[src/rtl/rf_arb_pkg.sv]
// Shared types for the register-file write-port arbiter: pending-write record and x0 constant.
package rf_arb_pkg;

  localparam int RF_DATA_W = 32;
  localparam logic [4:0] REG_X0 = 5'd0;

  typedef struct packed {
    logic [4:0]           rd;
    logic [RF_DATA_W-1:0] data;
  } rf_wr_t;

endpackage

[src/rtl/rf_wb_fifo.sv]
// Pending long-latency results; push visible at head the cycle after the edge, no fall-through.
// Per-entry valid/rd vectors let the parent flag hazards against every queued destination.
module rf_wb_fifo
  import rf_arb_pkg::*;
#(
  parameter int DEPTH = 2
) (
  input  logic                       clk,
  input  logic                       rst_n,
  input  logic                       push,
  input  rf_wr_t                     push_dat,
  input  logic                       pop,
  output rf_wr_t                     head,
  output logic                       full,
  output logic                       empty,
  output logic [$clog2(DEPTH):0]     count,
  output logic [DEPTH-1:0]           ent_vld,
  output logic [DEPTH-1:0][4:0]      ent_rd
);

  localparam int AW = $clog2(DEPTH);
  localparam logic [AW:0] FULL_CNT = (AW+1)'(DEPTH);

  rf_wr_t        mem [DEPTH];
  logic [AW-1:0] wr_ptr;
  logic [AW-1:0] rd_ptr;
  logic          do_push;
  logic          do_pop;

  assign full    = (count == FULL_CNT);
  assign empty   = (count == '0);
  assign do_push = push && !full;
  assign do_pop  = pop && !empty;
  assign head    = mem[rd_ptr];

  always_comb begin
    for (int i = 0; i < DEPTH; i++) begin
      ent_rd[i] = mem[i].rd;
    end
  end

  // Payload needs no reset: ent_vld gates every use of a slot.
  always_ff @(posedge clk) begin
    if (do_push) begin
      mem[wr_ptr] <= push_dat;
    end
  end

  always_ff @(posedge clk or negedge rst_n) begin
    if (!rst_n) begin
      wr_ptr  <= '0;
      rd_ptr  <= '0;
      count   <= '0;
      ent_vld <= '0;
    end else begin
      if (do_push) begin
        wr_ptr          <= wr_ptr + 1'b1;
        ent_vld[wr_ptr] <= 1'b1;
      end
      if (do_pop) begin
        rd_ptr          <= rd_ptr + 1'b1;
        ent_vld[rd_ptr] <= 1'b0;
      end
      case ({do_push, do_pop})
        2'b10:   count <= count + 1'b1;
        2'b01:   count <= count - 1'b1;
        default: count <= count;
      endcase
    end
  end

endmodule

[src/rtl/rf_write_arbiter.sv]
// Shares the RegFile write port: W stage always wins, queued unit results drain into idle slots.
// Unit results write no earlier than the cycle after acceptance; lu_ready drops only when the queue is full.
module rf_write_arbiter
  import rf_arb_pkg::*;
#(
  parameter int DATA_WIDTH = 32,
  parameter int DEPTH      = 2,
  parameter int MAX_WAIT   = 4
) (
  input  logic                     clk,
  input  logic                     rst_n,
  input  logic                     RegWriteW,
  input  logic [4:0]               RdW,
  input  logic [DATA_WIDTH-1:0]    ResultW,
  input  logic                     lu_valid,
  input  logic [4:0]               lu_rd,
  input  logic [DATA_WIDTH-1:0]    lu_data,
  output logic                     lu_ready,
  output logic                     rf_we,
  output logic [4:0]               rf_addr,
  output logic [DATA_WIDTH-1:0]    rf_wdata,
  input  logic [4:0]               Rs1D,
  input  logic [4:0]               Rs2D,
  input  logic [4:0]               RdD,
  output logic                     busy_rs1,
  output logic                     busy_rs2,
  output logic                     busy_rd,
  output logic                     stall_req,
  output logic [$clog2(DEPTH):0]   pending
);

  localparam int WW = $clog2(MAX_WAIT + 1);
  localparam logic [WW-1:0] WAIT_MAX = WW'(MAX_WAIT);

  rf_wr_t                  push_dat;
  rf_wr_t                  head;
  logic                    full;
  logic                    empty;
  logic                    push;
  logic                    pop;
  logic                    w_own;
  logic                    we_int;
  logic [DEPTH-1:0]        ent_vld;
  logic [DEPTH-1:0][4:0]   ent_rd;
  logic [WW-1:0]           wait_cnt;
  logic [WW-1:0]           wait_nxt;

  assign w_own         = RegWriteW && (RdW != REG_X0);
  assign pop           = !w_own && !empty;
  assign lu_ready      = !full;
  // x0 results are acknowledged but never stored.
  assign push          = lu_valid && lu_ready && (lu_rd != REG_X0);
  assign push_dat.rd   = lu_rd;
  assign push_dat.data = lu_data;

  rf_wb_fifo #(.DEPTH(DEPTH)) u_fifo (
    .clk      (clk),
    .rst_n    (rst_n),
    .push     (push),
    .push_dat (push_dat),
    .pop      (pop),
    .head     (head),
    .full     (full),
    .empty    (empty),
    .count    (pending),
    .ent_vld  (ent_vld),
    .ent_rd   (ent_rd)
  );

  always_comb begin
    we_int   = 1'b0;
    rf_addr  = REG_X0;
    rf_wdata = '0;
    if (w_own) begin
      we_int   = 1'b1;
      rf_addr  = RdW;
      rf_wdata = ResultW;
    end else if (!empty) begin
      we_int   = 1'b1;
      rf_addr  = head.rd;
      rf_wdata = head.data;
    end
  end

  assign rf_we = we_int && rst_n;

  // Non-empty without a pop means W held the port this cycle.
  always_comb begin
    wait_nxt = wait_cnt;
    if (empty || pop) begin
      wait_nxt = '0;
    end else if (wait_cnt != WAIT_MAX) begin
      wait_nxt = wait_cnt + 1'b1;
    end
  end

  always_ff @(posedge clk or negedge rst_n) begin
    if (!rst_n) begin
      wait_cnt  <= '0;
      stall_req <= 1'b0;
    end else begin
      wait_cnt  <= wait_nxt;
      stall_req <= (wait_nxt == WAIT_MAX);
    end
  end

  always_comb begin
    busy_rs1 = 1'b0;
    busy_rs2 = 1'b0;
    busy_rd  = 1'b0;
    for (int i = 0; i < DEPTH; i++) begin
      if (ent_vld[i]) begin
        if ((Rs1D != REG_X0) && (ent_rd[i] == Rs1D)) busy_rs1 = 1'b1;
        if ((Rs2D != REG_X0) && (ent_rd[i] == Rs2D)) busy_rs2 = 1'b1;
        if ((RdD  != REG_X0) && (ent_rd[i] == RdD))  busy_rd  = 1'b1;
      end
    end
  end

endmodule

[config.mk]
export PLATFORM = sky130hd
export DESIGN_NAME = rf_write_arbiter
export DESIGN_NICKNAME = d
export VERILOG_FILES = /design/src/rtl/rf_arb_pkg.sv /design/src/rtl/rf_wb_fifo.sv /design/src/rtl/rf_write_arbiter.sv
export SDC_FILE = /design/constraint.sdc
export NUM_CORES = 1
export LEC_CHECK = 0
export BUFFER_PORTS_ARGS = -buffer_cell sky130_fd_sc_hd__buf_2
export CORE_ASPECT_RATIO = 0.5
export CORE_MARGIN = 5
export CORE_UTILIZATION = 32
export DETAILED_ROUTE_END_ITERATION = 6
export MAX_ROUTING_LAYER = met4
export SLEW_MARGIN = 20
export SYNTH_ARGS = -nofsm -noshare
export SYNTH_HDL_FRONTEND = slang
export SYNTH_SLANG_ARGS = --single-unit
[constraint.sdc]
create_clock -name clk -period 2.4 [get_ports clk]
set_input_delay 0.12 -clock clk [delete_from_list [all_inputs] [get_ports clk]]
set_output_delay 0.12 -clock clk [all_outputs]
set_load 0.005 [all_outputs]
Yosys cells after proc, flatten, opt, wreduce, memory -nomap -nowiden
Memory sizes are Yosys's and may differ from the RTL's.
Cells that the tools add are included.
{"block": "classes", "n_addsub": 5, "n_mul": 0, "div_mod_pow": 0, "magnitude_cmp": 4, "eq_ne": 11, "shift": 0, "n_mux": 29, "bitwise_logic": 3, "n_reduce_logical": 26}
{"op": "$mux W32", "count": 2}
{"op": "$eq A5 B5 Y1", "count": 6}
{"op": "$reduce_bool A5 Y1", "count": 5}
{"op": "$mux W1", "count": 18}
{"op": "$logic_and A1 B1 Y1", "count": 15}
{"op": "$mux W5", "count": 2}
{"op": "$mux W3", "count": 2}
{"op": "$eq A2 B2 Y1 const B", "count": 2}
{"op": "$lt A1 B2 Y1 const B", "count": 2}
{"op": "$mux W2", "count": 2}
{"op": "$pmux W2 S2", "count": 1}
{"op": "$add A3 B1 Y3 const B", "count": 1}
{"op": "$eq A3 B3 Y1 const B", "count": 1}
{"op": "$logic_not A1 Y1", "count": 3}
{"op": "$ne A3 B3 Y1 const B", "count": 1}
{"op": "$add A1 B1 Y1 const B", "count": 2}
{"op": "$add A2 B1 Y2 const B", "count": 1}
{"op": "$and A2 B2 Y2", "count": 1}
{"op": "$demux W1 S1", "count": 2}
{"op": "$eq A2 B1 Y1 const B", "count": 1}
{"op": "$ge A1 B1 Y1 const B", "count": 2}
{"op": "$logic_not A2 Y1", "count": 1}
{"op": "$not A2 Y2", "count": 1}
{"op": "$or A2 B2 Y2", "count": 1}
{"op": "3 further kinds", "count": 3}
{"block": "word_totals", "register_bits": 10, "latch_bits": 0, "mem_bits_rw": 74, "romBits": 0, "memories": 1}
{"name": "u_fifo.mem", "words": 2, "word_bits": 37, "rd": 3, "rd_clocked_by_memory_dff": 0, "write_ports": 1, "line_no": "rf_wb_fifo.sv:24", "source": "rf_wr_t mem [DEPTH];"}

Logic depth before layout (Yosys ltp)
{"block": "logic_depth", "depth_word": 8, "depth_mapped": 8, "depth_no_buf": 8}

Cells and area by module
Synthesis repeated with hierarchy kept, for this count alone.
{"block": "hier_totals", "hier_cells": 345, "area_unflattened_um2": 4306.6}
{"module": "rf_wb_fifo", "instances": 1, "cells_each": 148, "area_each_um2": 3009.1, "seq_area_each_um2": 2372.3}
{"module": "rf_write_arbiter", "instances": 1, "cells_each": 197, "area_each_um2": 1297.5, "seq_area_each_um2": 100.1}

Worst setup path before layout
Ideal clock, no wire load.
{"block": "synth_path", "path_kind": "register -> register", "startpoint": "reg u_fifo.count[0]", "endpoint": "mem u_fifo.mem[1][0] (netlist name), enable pin", "arrival_ns": 2.350, "required_time_ns": 1.967, "path_slack_ns": -0.383, "path_stages_with_launch": 4, "path_buffers": 0, "period_less_slack_ns": 2.783, "cell_sequence": "dfrtp_1 > nand2b_1 > o211ai_2 > nor2_1"}
{"block": "synth_between", "elab_chain_cells": 7}
{"element": "from (decl)", "line_no": "rf_wb_fifo.sv:16", "source": "output logic [$clog2(DEPTH):0] count,"}
{"element": "from (signal assigned)", "line_no": "rf_wb_fifo.sv:65", "source": "2'b10: count <= count + 1'b1;"}
{"element": "from (signal assigned)", "line_no": "rf_wb_fifo.sv:66", "source": "2'b01: count <= count - 1'b1;"}
{"element": "from (signal assigned)", "line_no": "rf_wb_fifo.sv:67", "source": "default: count <= count;"}
{"element": "$eq A2 B2 Y1 (*)", "line_no": "rf_wb_fifo.sv:30", "source": "assign full = (count == FULL_CNT);"}
{"element": "$logic_not A1 Y1 (*)", "line_no": "rf_write_arbiter.sv:50", "source": "assign lu_ready = !full;"}
{"element": "via lu_ready", "line_no": "rf_write_arbiter.sv:18", "source": "output logic lu_ready,"}
{"element": "$logic_and A1 B1 Y1 (2 in a row)", "line_no": "rf_write_arbiter.sv:52", "source": "assign push = lu_valid && lu_ready && (lu_rd != REG_X0);"}
{"element": "$logic_and A1 B1 Y1 (*)", "line_no": "rf_wb_fifo.sv:32", "source": "assign do_push = push && !full;"}
{"element": "$mux W1 (*)", "line_no": "rf_wb_fifo.sv:44", "source": "if (do_push) begin"}
{"element": "$mux W1 (implied by the code) (*)", "line_no": "rf_wb_fifo.sv:45", "source": "mem[wr_ptr] <= push_dat;"}
{"element": "to (decl)", "line_no": "rf_wb_fifo.sv:24"}
The timed path passes the listed nets; every way through them passes the cells marked *.

Worst setup path in the final report
{"block": "layout_path", "startpoint": "in lu_rd[0]", "endpoint": "reg u_fifo.count[1]"}
{"block": "layout_between", "elab_chain_cells": 5, "elab_cells_between_ends": 7, "classes_between": "eq/ne: 2; mux: 1; reduce/logical: 4"}
{"element": "from (decl)", "line_no": "rf_write_arbiter.sv:16", "source": "input logic [4:0] lu_rd,"}
{"element": "$reduce_bool A5 Y1 (*)", "line_no": "rf_write_arbiter.sv:52"}
{"element": "$logic_and A1 B1 Y1 (*)", "line_no": "rf_write_arbiter.sv:52"}
{"element": "$logic_and A1 B1 Y1 (*)", "line_no": "rf_wb_fifo.sv:32"}
{"element": "$eq A2 B1 Y1 or $eq A2 B2 Y1 (tied branches)", "line_no": "rf_wb_fifo.sv:64", "source": "case ({do_push, do_pop})"}
{"element": "$pmux W2 S2 or $reduce_bool A2 Y1 (tied branches)"}
Mark *: on every way between the ends. The rest lies on a longest branch, timed or not.
A chain may end at the register's enable or synchronous reset.

==> impl_metrics.ini <==
[outcome]
outcome = finished clean

[setup_path]
start_kind = input port
crit_cells = 7
required_ps = 2650
crit_start = lu_rd[0]
slowest_delay_ps = 560
path_max_fanout = 4
r2r_end = u_fifo.mem[0][10]
crit_path_end_kind = flip-flop
timing.setup.critical_path_class = in2reg
endpoint = u_fifo.count[1]
path_buf_inv = 2
crit_slowest_cell = or4_1
cp_data_arrival_time_ps = 2360
crit_chain = dlygate4sd3_1 > buf_2 > or4_1 > o211ai_2 > ha_1 > nor2_1 > xor2_1
cp_top_family = simple AND/OR/NAND/NOR gates
rr_worst_depth = 4
r2r_setup_slack_ps = 540
rr_startpoint = u_fifo.count[1]

[power_and_ir_drop]
peakVddDrop_v = 0.000364
p_total_mw = 5.18
power.leakage_nw = 2.35
powerDensity_nw_per_um2 = 921

[detailed_routing]
firstDrtPassIters = 4
wirelength_um = 9540
ant_nets = 0
drc = 0
vias_per_cell = 4.49
dr_total_vias = 2927
drtIter0Drc = 121
wl_per_cell_um = 14.6

[logic_synthesis]
synth_cell_types = 33
synth_compound_gate_area_share_pct = 10.7
synth_top_area_share_pct = 54.2
yosys_warnings = 0
synth_edf_count = 74
yosys-top-cells-area = edfxtp_1 (54%), mux2i_1 (9.0%), dfrtp_1 (6.1%)
seq_area_frac_synth_pct = 60.3
synth_nets = 397
ys_async_sr_fraction_pct = 11.9
synthesis.area_um2 = 4100
synth-simple-area-share_pct = 8.26
synth_top_cell_by_area = edfxtp_1
synth_top_family_by_area = compound AO/OA/AOI/OAI gates
synthMostInstantiatedCell = edfxtp_1
synthMuxAreaShare_pct = 9.30
avgSynthCellArea_um2 = 13.6
synth_cells = 301
synth-seq-cells = 84
synth_ff_type = edfxtp_1
synth-adder-area-share_pct = 0.915
synth_common_cells = edfxtp_1 (74), nand2_1 (40), mux2i_1 (37)
synth-xor-area-share_pct = 7.47

[timing]
setup_viol = 0
tightest_slew_ps = 715
period_needed_ps = 2110
fin_hold_ws_ps = 48.8
max_freq_mhz = 474
final.period_utilization_pct = 87.9
hold_viol_final = 0
maxSlewHeadroom_pct = 52.3
drv_slew = 0
fin_worst_skew_ps = 3.50
rsz0062_at_grt = no

[placed_design]
place_congestion = 0.765
hpwl_um = 7120
port_buffers = 137

[clocking]
clock_sinks = 84
cts.clk_slew.worst_paths_ps = 60
cts_max_level = 3
cts_setup_buffers = 0
cts_made_buffers = 9
cts_tree = done
cts-root-buf = clkbuf_16
clock_path_buffers = 2
cts_resized = 0
clk_latency_ps = 330

[global_route]
grt_pass1_vias = 3062
grtUsageTotal_pct = 12.8
antenna_found_initial = 0
grt-ovfl-total = 0
grt_pass1_wl_um = 15200
grt_max_degree = 69

[floorplanning]
die_w_um = 170
fp-row-count = 29
fp.coreArea_um2 = 12600
start_util_pct = 32.6
die_h_um = 90.1
ioPinCount = 138
dieArea_um2 = 15300

[min_path]
hold_class = in2reg
min_from = lu_rd[1]

[layout]
areaGrowthSynthToFinish_pct = 37.1
fin_nets = 576
final_util_pct = 44.7
drive_gt1_share_pct = 38.0
n_antenna_cell = 0

[job]
drv_cap = 0
-- metal layers --
metal	vias to the layer above	part of all wire, %	GRT usage [%]
met5	-	0	-
li1	1494	-	-
met3	12	3.4	2.94
met2	50	53	22.3
met1	1371	42	14.7
met4	0	1.7	4.32
-- registers in the layout, indices dropped and copies added, names as in the netlist --
signal          cells
u_fifo.wr_ptr       1
u_fifo.mem         74
u_fifo.rd_ptr       1
wait_cnt            3
u_fifo.count        2
stall_req           1
u_fifo.ent_vld      2
-- power by group --
| part | switching [mW] | leakage, nW | internal [mW] | total, mW |
|---|---|---|---|---|
| clock | 0.480 | 0.118 | 0.672 | 1.15 |
| combinational | 0.963 | 1.42 | 0.837 | 1.80 |
| sequential | 0.232 | 0.810 | 2.00 | 2.23 |
-- worst min-delay path by stage --
stage	cells past startpoint	endpoint	slack, ps
5_1_grt	1	u_fifo.mem[1][33]	30
3_5_place_dp	1	wait_cnt[2]	-6
3_3_place_gp	1	stall_req	-4
2_1_floorplan	0	stall_req	-180
4_1_cts	1	u_fifo.mem[1][33]	30
6_report	1	u_fifo.mem[1][33]	50
-- final cells by class --
type	instances	area (µm²)
fill	1172	6970
timing repair buffer	184	1150
sequential	84	2470
inverter	4	15.0
multi-input combinational	197	1530
tap	170	213
clock inverter	4	20.0
clock buffer	9	225
-- what timing repair did --
item,4_1_cts,5_1_grt
hold buffers,37,0
setup endpoints to repair,0,0
endpoints found under the hold margin,82,0
-- logic make-up (layout without fill, tap and decap cells) --
family                   after synthesis  in the layout
AND/OR/NAND/NOR                       73             73
flip-flops                            84             84
multiplexers                          38             38
adder cells (fa/ha/maj)                3              3
AO/OA/AOI/OAI                         48             48
XOR/XNOR                              35             35
buffers and inverters                 20            201
-- layout by cell type (no fill, tap or decap), types with 9 or more instances in the layout --
cell | synthesis | final
nand2_1 | 40 | 40
buf_4 | 0 | 9
dlygate4sd3_1 | 0 | 37
buf_2 | 4 | 137
o31ai_1 | 20 | 20
o31ai_2 | 16 | 16
xor2_1 | 25 | 25
mux2i_1 | 37 | 37
edfxtp_1 | 74 | 74
clkbuf_16 | 0 | 9
dfrtp_1 | 10 | 9
xnor2_1 | 10 | 10
-- through the flow --
step | instances | setup TNS [ps] | area (µm²) | setup slack [ps]
floorplan | 301 | -28810 | 4100 | -383
global placement | 601 | 0 | 4980 | 340
detailed placement | 601 | 0 | 4980 | 310
CTS | 651 | 0 | 5600 | 269
global route | 652 | 0 | 5630 | 204
finish | 652 | 0 | 5630 | 291
(Power assumes the default switching activity.)
